`src/rtl/regfile_write_arbiter.sv`:
```
// Write-port owner for the register file: round-robin arbitration between ALU (A)
// and load (B) writeback, with a registered write stage and a 1..N-1 clear sweep.
module regfile_write_arbiter #(
    parameter int DATA_WIDTH     = 32,
    parameter int ADDR_WIDTH     = 5,
    parameter int START_PRIORITY = 0
) (
    input  logic                  clock,
    input  logic                  ctrl_reset_n,
    input  logic                  ctrl_clear,
    input  logic                  a_valid,
    output logic                  a_ready,
    input  logic [ADDR_WIDTH-1:0] a_reg,
    input  logic [DATA_WIDTH-1:0] a_data,
    input  logic                  b_valid,
    output logic                  b_ready,
    input  logic [ADDR_WIDTH-1:0] b_reg,
    input  logic [DATA_WIDTH-1:0] b_data,
    output logic                  ctrl_writeEnable,
    output logic [ADDR_WIDTH-1:0] ctrl_writeReg,
    output logic [DATA_WIDTH-1:0] data_writeReg,
    output logic                  busy
);

    typedef enum logic {
        ARB,
        CLEAR
    } state_t;

    state_t                state, state_next;
    logic [ADDR_WIDTH-1:0] count, count_next;
    logic                  last_grant, last_grant_next;   // 1 = B won the last transfer
    logic                  we_next;
    logic [ADDR_WIDTH-1:0] wreg_next;
    logic [DATA_WIDTH-1:0] wdata_next;
    logic                  grant_a, grant_b;

    assign grant_a = a_valid && (!b_valid || last_grant);
    assign grant_b = b_valid && (!a_valid || !last_grant);

    always_comb begin
        state_next      = state;
        count_next      = count;
        last_grant_next = last_grant;
        we_next         = 1'b0;
        wreg_next       = ctrl_writeReg;
        wdata_next      = data_writeReg;
        a_ready         = 1'b0;
        b_ready         = 1'b0;
        busy            = (state == CLEAR);

        case (state)
            ARB: begin
                if (ctrl_clear) begin
                    state_next = CLEAR;
                    count_next = ADDR_WIDTH'(1);
                end else begin
                    a_ready = ctrl_reset_n && grant_a;
                    b_ready = ctrl_reset_n && grant_b;
                    // Register 0 is hardwired zero: accept the write but suppress the enable.
                    if (grant_a) begin
                        we_next         = (a_reg != '0);
                        wreg_next       = a_reg;
                        wdata_next      = a_data;
                        last_grant_next = 1'b0;
                    end else if (grant_b) begin
                        we_next         = (b_reg != '0);
                        wreg_next       = b_reg;
                        wdata_next      = b_data;
                        last_grant_next = 1'b1;
                    end
                end
            end
            CLEAR: begin
                we_next    = 1'b1;
                wreg_next  = count;
                wdata_next = '0;
                count_next = count + ADDR_WIDTH'(1);
                if (count == '1) begin
                    state_next = ARB;
                end
            end
            default: begin
                state_next = ARB;
            end
        endcase
    end

    always_ff @(posedge clock) begin
        if (!ctrl_reset_n) begin
            state            <= ARB;
            count            <= '0;
            last_grant       <= (START_PRIORITY == 0);
            ctrl_writeEnable <= 1'b0;
            ctrl_writeReg    <= '0;
            data_writeReg    <= '0;
        end else begin
            state            <= state_next;
            count            <= count_next;
            last_grant       <= last_grant_next;
            ctrl_writeEnable <= we_next;
            ctrl_writeReg    <= wreg_next;
            data_writeReg    <= wdata_next;
        end
    end

endmodule

```
`config.mk`:
```
export PLATFORM = sky130hd
export DESIGN_NAME = regfile_write_arbiter
export DESIGN_NICKNAME = d
export VERILOG_FILES = /design/src/rtl/regfile_write_arbiter.sv
export SDC_FILE = /design/constraint.sdc
export NUM_CORES = 1
export LEC_CHECK = 0
export ABC_AREA = 1
export BUFFER_PORTS_ARGS = -buffer_cell sky130_fd_sc_hd__buf_2
export CORE_MARGIN = 4
export CORE_UTILIZATION = 40
export DETAILED_ROUTE_END_ITERATION = 8
export PLACE_DENSITY = 0.69
export SYNTH_ARGS = -nofsm -noshare
export SYNTH_HDL_FRONTEND = slang
export SYNTH_SLANG_ARGS = --single-unit
```
`constraint.sdc`:
```
create_clock -name clock -period 1.63 [get_ports clock]
set_clock_uncertainty 0.05 [all_clocks]
set_input_delay 0.326 -clock clock [delete_from_list [all_inputs] [get_ports clock]]
set_output_delay 0.326 -clock clock [all_outputs]
set_load 0.05 [all_outputs]
```
Yosys cells after proc, flatten, opt, wreduce, memory -nomap -nowiden --
Index checks and enable logic that the tools add are counted.
Cells by class: add/subtract/negate cells 1, bitwise logic cells 2, equal/unequal tests 4, reduce and logical (&&, ||, !) cells 14, muxes and demuxes 23
Operator list (number):
- 2-to-1 mux 32 bit | 3
- one-hot mux 32 bit (2 select lines) | 1
- 2-to-1 mux 5 bit | 4
- one-hot mux 5 bit (2 select lines) | 2
- 2-to-1 mux 1 bit | 11
- nonzero test 5 bit | 2
- adder 5 x 1 -> 5 bit, second input constant | 1
- equality test 5 bit, second input constant | 1
- logical AND 1 bit | 4
- != test 2 bit, second input constant | 2
- one-hot mux 1 bit (2 select lines) | 2
- zero test 1 bit | 3
- != test 3 bit, second input constant | 1
- AND reduction 3 bit | 1
- logical OR 1 bit | 2
- inverter 1 bit | 2
- AND reduction 2 bit | 1
- nonzero test 2 bit | 1
Word-level totals: input bits 79, logic and storage cells 50, output and inout bits 41, register bits after elaboration 45

Depth between registers and ports, before layout --
Gate-level depths: netlist of run 1.
depth in word-level cells 7, gate-level depth with buffers 9, mapped depth without buffers 7

Worst setup path after synthesis of run 1 --
Ideal clock, no wire load.
path type flip-flop to output port, start point register state (netlist: busy), end point output port a_ready, data arrival time 1.652 ns, cell stages (with the launch flop) 7, buffers on the path 1, required time 1.254 ns, slack -0.398 ns, path through dfxtp_1 -> buf_4 -> inv_4 -> nand2_2 -> inv_1 -> nand2_1 -> nor2_1
On the way: word-level cells in the longest chain between the ends 1
Ends and longest elaborated chain:
- from (decl) | line 30 | state_t state, state_next;
- from (signal assigned) | line 98 | state <= state_next;
- 2-to-1 mux 1 bit | line 52 | case (state)
- to (decl) | line 12 | output logic a_ready,
No other way between the ends.

Worst setup path after layout of run 1 --
Ends and elaborated chain as after synthesis.

==> results.txt, run 1 <==
Status: finished clean
Synth warnings: 0
Adder-cell share of the synthesized area: 0.009676
Total grt overflow: 0
Die height: 88.41 um
Psw: 915.1 uW
Synth Area in Simple Gates: 0.3358
Slew Viols, Final: 0
Post-Synth XOR/XNOR Area: 0
Max-cap check violation count: 0
Max incr delay on CP: 0.34 ns
Max-slew headroom: 0.7987
Clock share of power: 0.310
Synth top area cells: dfxtp_1, nand2_1, inv_1
Leakage: 0.001860 uW
Die width: 88.41 um
Clock transition at the registers of the reported paths: 0.08 ns
Pwr Density: 824.0 nW/um2
Critical Path End Type: output port
Fin Setup TNS: 0 ns
Clock root buffer: clkbuf_8
Setup Buffers After CTS: 0
Kind of critical path: reg2out
Cts repair resizes: 4
Final period util: 0.9655
Pin count of the biggest net entering global routing: 29
Via-to-Cell Ratio: 4.602
Initial Util: 0.4096
Share of cells above drive strength 1: 0.3770
CTS buffer count: 5
Core area: 6314 um2
Slowest cell on the critical path: dfxtp_2
Via count: 2674
PortBufs: 119
I/O pin total: 120
Worst VDD drop: 0.5796 mV
Drt drc: 0
Post-Synthesis Cell Area: 2586 um2
Synth Register Bits: 45
Total Nets Final: 584
RSZ-0062 raised after global routing: no
Crit-path leading delay family: flip-flops
Worst-Skew Late Latency: 0.29 ns
Crit path from: busy
DRT antenna net count: 0
Net Sw Frac: 0.3236
Comb power frac: 0.269
Cells after Synth: 381
RR Startpoint: last_grant
RePlAce Congestion: 0.9449
Largest family of logic cells by synthesized area: simple AND/OR/NAND/NOR gates
Internal power: 1913 uW
Number of global-route vias before repair: 2522
Fmax: 635.4 MHz
Crit Path Max Fanout: 6
Mapped Avg Cell Area: 6.788 um2
Hold Crit Start: ctrl_reset_n
Worst path buffer plus inverter count: 3
Measured slew at the worst slew-check pin: 0.3001 ns
Worst setup SP type: register
CTS Hold Bufs: 0
Placed Cells: 573
# setup viols final: 0
Final count of hold timing violations: 0
CTS tree: yes
Total wire length: 6.706 mm
Tmin final: 1.574 ns
Syn Nets: 462
Synth unique cells: 27
Sequential share of power: 0.421
H-Tree Depth: 2
Die area: 7816 um2
Drt first-iter violations: 107
First-pass GRT wire length: 10.92 mm
Sequential area share after synthesis: 0.3483
Dpl hpwl: 5.224 mm
CTS sink cnt: 45
Compound-cell area share of the yosys netlist: 0.1350
Initial antenna violation count: 0
DR pass1 iterations: 4
Final Core Density: 0.5436
Most used routing layer: met2
Number of fill cells: 650
Crit-path cells: inv_4 > nand2_4 > inv_2 > nand2_2 > nor2_4 > buf_8
Worst hold path class: in2reg
Met3 Use GR: 0.03818
Worst EP arrival: 1.20 ns
Site Rows: 29
Antenna cells: 0
Met2 usage: 0.3052
Mux cell area share after synthesis: 0
GRT Total Usage: 0.1747
Share of the synthesized area in the top cell type: 0.3483
Global routing usage on met1: 0.2085
Area grow syn2layout: 32.70%
Top cell type by total area after synthesis: dfxtp_1
Req. time, crit path: 1.25 ns
Clk buf depth: 2
Non-Filler Instances: 581
Routed WL per cell: 11.54 um
-- routing by layer --
layer,vias to the layer above,wire [um]
met5,-,0
met4,0,125
met3,10,493
met2,98,3251
met1,1163,2835
li1,1403,-
-- kinds of logic after synthesis --
kind of cell | Yosys count
DFF | 45
and+or+nand+nor | 186
buffers and inverters | 97
adders and majority gates | 2
AOI/OAI and AO/OA | 51
-- final timing paths --
| path | endpoint | slack [ns] | cells past startpoint |
|---|---|---|---|
| hold reg to reg | data_writeReg[7] | 0.42 | 2 |
| hold / removal | count[2] | 0.28 | 3 |
| setup / recovery | a_ready | 0.06 | 6 |
| setup reg to reg | data_writeReg[16] | 0.18 | 7 |
-- cells in the final DEF (no fill, tap or decap) --
cell | synthesis | final
nand2_1 | 121 | 120
buf_2 | 7 | 117
inv_1 | 74 | 73
dfxtp_1 | 45 | 44
nand3_1 | 23 | 23
a21oi_1 | 22 | 22
nand3_2 | 18 | 18
a21oi_2 | 18 | 18
nor2_1 | 16 | 14
buf_4 | 1 | 14
clkbuf_8 | 0 | 6
nand3b_1 | 4 | 4
nor2_4 | 1 | 3
o21ai_0 | 4 | 3
inv_2 | 1 | 2
a211oi_1 | 2 | 2
a22oi_1 | 2 | 2
a21boi_0 | 2 | 2
ha_1 | 2 | 2
buf_12 | 0 | 2
o21ai_1 | 0 | 1
inv_4 | 1 | 1
nand2_4 | 0 | 1
nand2_2 | 1 | 1
a21oi_4 | 1 | 1
nor2_2 | 1 | 1
clkinv_1 | 1 | 1
nor3_1 | 1 | 1
dfxtp_2 | 0 | 1
bufinv_16 | 0 | 1
clkinvlp_4 | 0 | 1
buf_8 | 1 | 1
buf_6 | 7 | 1
-- flip-flops by register name, summed over array words and instances (netlist names) --
signal	flops
ctrl_writeReg	5
last_grant	1
data_writeReg	32
count	5
ctrl_writeEnable	1
busy	1
-- worst register-to-register path, delay by kind of cell, from the launching register on --
family / cells / cell delay [ns]
compound gates: 1 / 0.05
buf+inv: 2 / 0.47
flops: 1 / 0.30
simple gates: 4 / 0.48
-- layout make-up --
class	instances	area [um2]	share of cell area
Inverter	77	291.5	0.08494
Timing Repair Buffer	135	757.0	0.2206
Clock buffer	6	82.58	0.02406
Sequential cell	45	902.1	0.2629
Multi-Input combinational cell	239	1265	0.3686
Tap cell	77	96.34	0.02807
Clock inverter	2	37.54	0.01094
-- per-stage QoR --
stage	total power [uW]	hold slack (ns)	instance area (um2)	setup WS, ns
floorplan	1744	0.3994	2605	0.03457
global placement	1967	0.3999	3291	0.1243
detailed placement	1975	0.4065	3291	0.1194
CTS	2863	0.2636	3420	0.002763
global route	2985	0.2861	3432	0.005694
finish	2828	0.2803	3432	0.05617
-- Yosys cell counts --
master and count:
nand2_1 121, inv_1 74, dfxtp_1 45, nand3_1 23, a21oi_1 22, a21oi_2 18
nand3_2 18, nor2_1 16, buf_2 7, buf_6 7, clkbuf_1 4, nand3b_1 4
o21ai_0 4, a211oi_1 2, a21boi_0 2, a22oi_1 2, ha_1 2, a21oi_4 1
buf_4 1, buf_8 1, clkinv_1 1, inv_2 1, inv_4 1, nand2_2 1
nor2_2 1, nor2_4 1, nor3_1 1
-- power by group through the flow --
stage	sequential, uW	combinational [uW]	clock [uW]
floorplan	1400	344	0
global placement	1220	752	0
detailed placement	1220	760	0
CTS	1190	764	909
global route	1200	834	953
finish	1190	761	877
(Power assumes the default switching activity.)
==> inputs of run 2 (changes only) <==
Settings changed: CORE_ASPECT_RATIO set to 1.4.
==> run 2 against run 1 <==
  * Worst hold slack worse by 0.0089 ns
  * Sequential power about the same
  * Maximum frequency down 0.63%
  * Register-to-register slack better by 0.05 ns
  * Total power down 2.3%
  * Combinational power about the same
  * Critical endpoint unchanged
  * Largest cell class unchanged
  * Highest routed layer unchanged
==> results.txt, run 2 (synthesis results as in run 1) <==
Status: finished clean
Total Nets Final: 582 (-0.34%)
Via-to-Cell Ratio: 4.579 (-0.50%)
Worst setup SP type: register
Clock transition at the registers of the reported paths: 0.09 ns (about the same)
Total wire length: 6.570 mm (-2.0%)
Final period util: 0.9717 (+0.006120)
Critical Path End Type: output port
Clock share of power: 0.294 (-0.016)
RePlAce Congestion: 0.8090 (-14%)
Kind of critical path: reg2out
Net Sw Frac: 0.3261 (+0.002536)
Slew Viols, Final: 0 (unchanged)
Leakage: 0.001858 uW (-0.16%)
Clock root buffer: clkbuf_8
Area grow syn2layout: 32.12%
DRT antenna net count: 0 (unchanged)
Psw: 901.1 uW (-1.5%)
Most common cell after layout, fill and taps aside: nand2_1
Pwr Density: 808.6 nW/um2 (-1.9%)
Max reg flops: 32 (unchanged)
Worst hold path class: in2reg
I/O pin total: 120 (unchanged)
Via count: 2624 (-1.9%)
Share of cells above drive strength 1: 0.3752 (-0.001735)
CTS sink cnt: 45 (unchanged)
Antenna cells: 0 (unchanged)
Initial antenna violation count: 0 (unchanged)
CTS tree: yes
Most flop-heavy register: data_writeReg
Crit Path Max Fanout: 6 (unchanged)
Number of global-route vias before repair: 2362 (-6.3%)
Drt first-iter violations: 154 (+44%)
Clk buf depth: 2 (unchanged)
First-pass GRT wire length: 10.61 mm (-2.8%)
PortBufs: 119 (unchanged)
Worst EP arrival: 1.21 ns (about the same)
Die height: 103.1 um (+17%)
Die area: 7834 um2 (+0.23%)
# setup viols final: 0 (unchanged)
Pin count of the biggest net entering global routing: 24 (-17%)
CTS buffer count: 5 (unchanged)
Initial Util: 0.4136 (+0.003934)
Worst-Skew Late Latency: 0.30 ns (about the same)
Max-cap check violation count: 0 (unchanged)
Sequential share of power: 0.431 (+0.010)
Worst VDD drop: 0.4540 mV (-22%)
DR pass1 iterations: 4 (unchanged)
Biggest regs: data_writeReg (32), count (5), ctrl_writeReg (5)
Internal power: 1862 uW (-2.7%)
Total grt overflow: 0 (unchanged)
Dpl hpwl: 5.141 mm (-1.6%)
H-Tree Depth: 2 (unchanged)
Die width: 75.96 um (-14%)
Number of fill cells: 640 (-1.5%)
Req. time, crit path: 1.25 ns (about the same)
Comb power frac: 0.275 (+0.006)
Final Core Density: 0.5464 (+0.002820)
Routed WL per cell: 11.47 um (-0.66%)
Commonest non-fill, non-tap cells in the layout: nand2_1, buf_2, inv_1
Site Rows: 34 (+17%)
Tmin final: 1.584 ns (+0.009976 ns)
Measured slew at the worst slew-check pin: 0.2772 ns (-0.02290 ns)
Core area: 6254 um2 (-0.95%)
Fin Setup TNS: 0 ns (unchanged)
Final count of hold timing violations: 0 (unchanged)
Fmax: 631.4 MHz (-0.63%)
Max-slew headroom: 0.8140 (+0.01536)
GRT Total Usage: 0.1620 (-0.01264)
Drt drc: 0 (unchanged)
## run 2: changes by cell type in the layout (fill, tap and decap cells not counted), sizes merged
cell,before,now
clkinv,1,2
clkinvlp,1,0
buf,135,133
clkbuf,6,5
## run 2: cell type report
class	instances	area, um2	share of cell area
clock buffers	5	68.82	0.02014
clock inverters	2	35.03	0.01025
inverters	77	294.0	0.08605
multi-input cells	239	1272	0.3724
flip-flops and latches	45	902.1	0.2640
well taps	72	90.09	0.02636
repair buffers	133	754.5	0.2208
## run 2: stage by stage
stage	hold slack, ns	area, um2	worst slack, ns	power [uW]	cells
after global placement	0.3981	3274	0.08457	1961	565
after CTS	0.2522	3391	-0.01529	2788	572
final	0.2714	3417	0.04619	2763	573
after floorplan	0.3994	2605	0.03457	1744	381
after global routing	0.2844	3417	-0.004872	2909	573
after detailed placement	0.4028	3274	0.08126	1972	565
## run 2: per-layer routing
| metal | part of all wire | GRT usage | vias up |
|---|---|---|---|
| li1 | - | - | 1394 |
| met1 | 0.39 | 0.1889 | 1126 |
| met2 | 0.51 | 0.2843 | 94 |
| met3 | 0.078 | 0.03934 | 10 |
| met4 | 0.020 | 0.06712 | 0 |
| met5 | 0 | 0 | - |
## run 2: final timing paths
path | end | slack [ns] | cells after the start | from
worst min register to register | data_writeReg[2] | 0.41 | 2 | data_writeReg[2]
worst min-delay path | count[2] | 0.27 | 3 | ctrl_reset_n
worst max register to register | count[4] | 0.23 | 6 | count[0]
worst max-delay path | a_ready | 0.05 | 6 | busy
## run 2: critical path, cell delays in order, from the launching register on
cell	delay, ns
dfxtp_2	0.34
inv_4	0.08
nand2_4	0.07
inv_4	0.08
nand2_4	0.07
nor2_4	0.11
buf_8	0.15
## run 2: what timing repair did
action                                  in CTS  in global routing
gates resized for setup                      6                  5
buffers inserted                             0                  1
hold buffers                                 0                  0
endpoints found under the setup margin       2                  2
## run 2: power groups by stage
stage | clock network (uW) | logic [uW] | registers, uW
finish | 813 | 759 | 1190
global route | 878 | 832 | 1200
CTS | 836 | 760 | 1190
detailed placement | 0 | 755 | 1220
global placement | 0 | 746 | 1220
floorplan | 0 | 344 | 1400
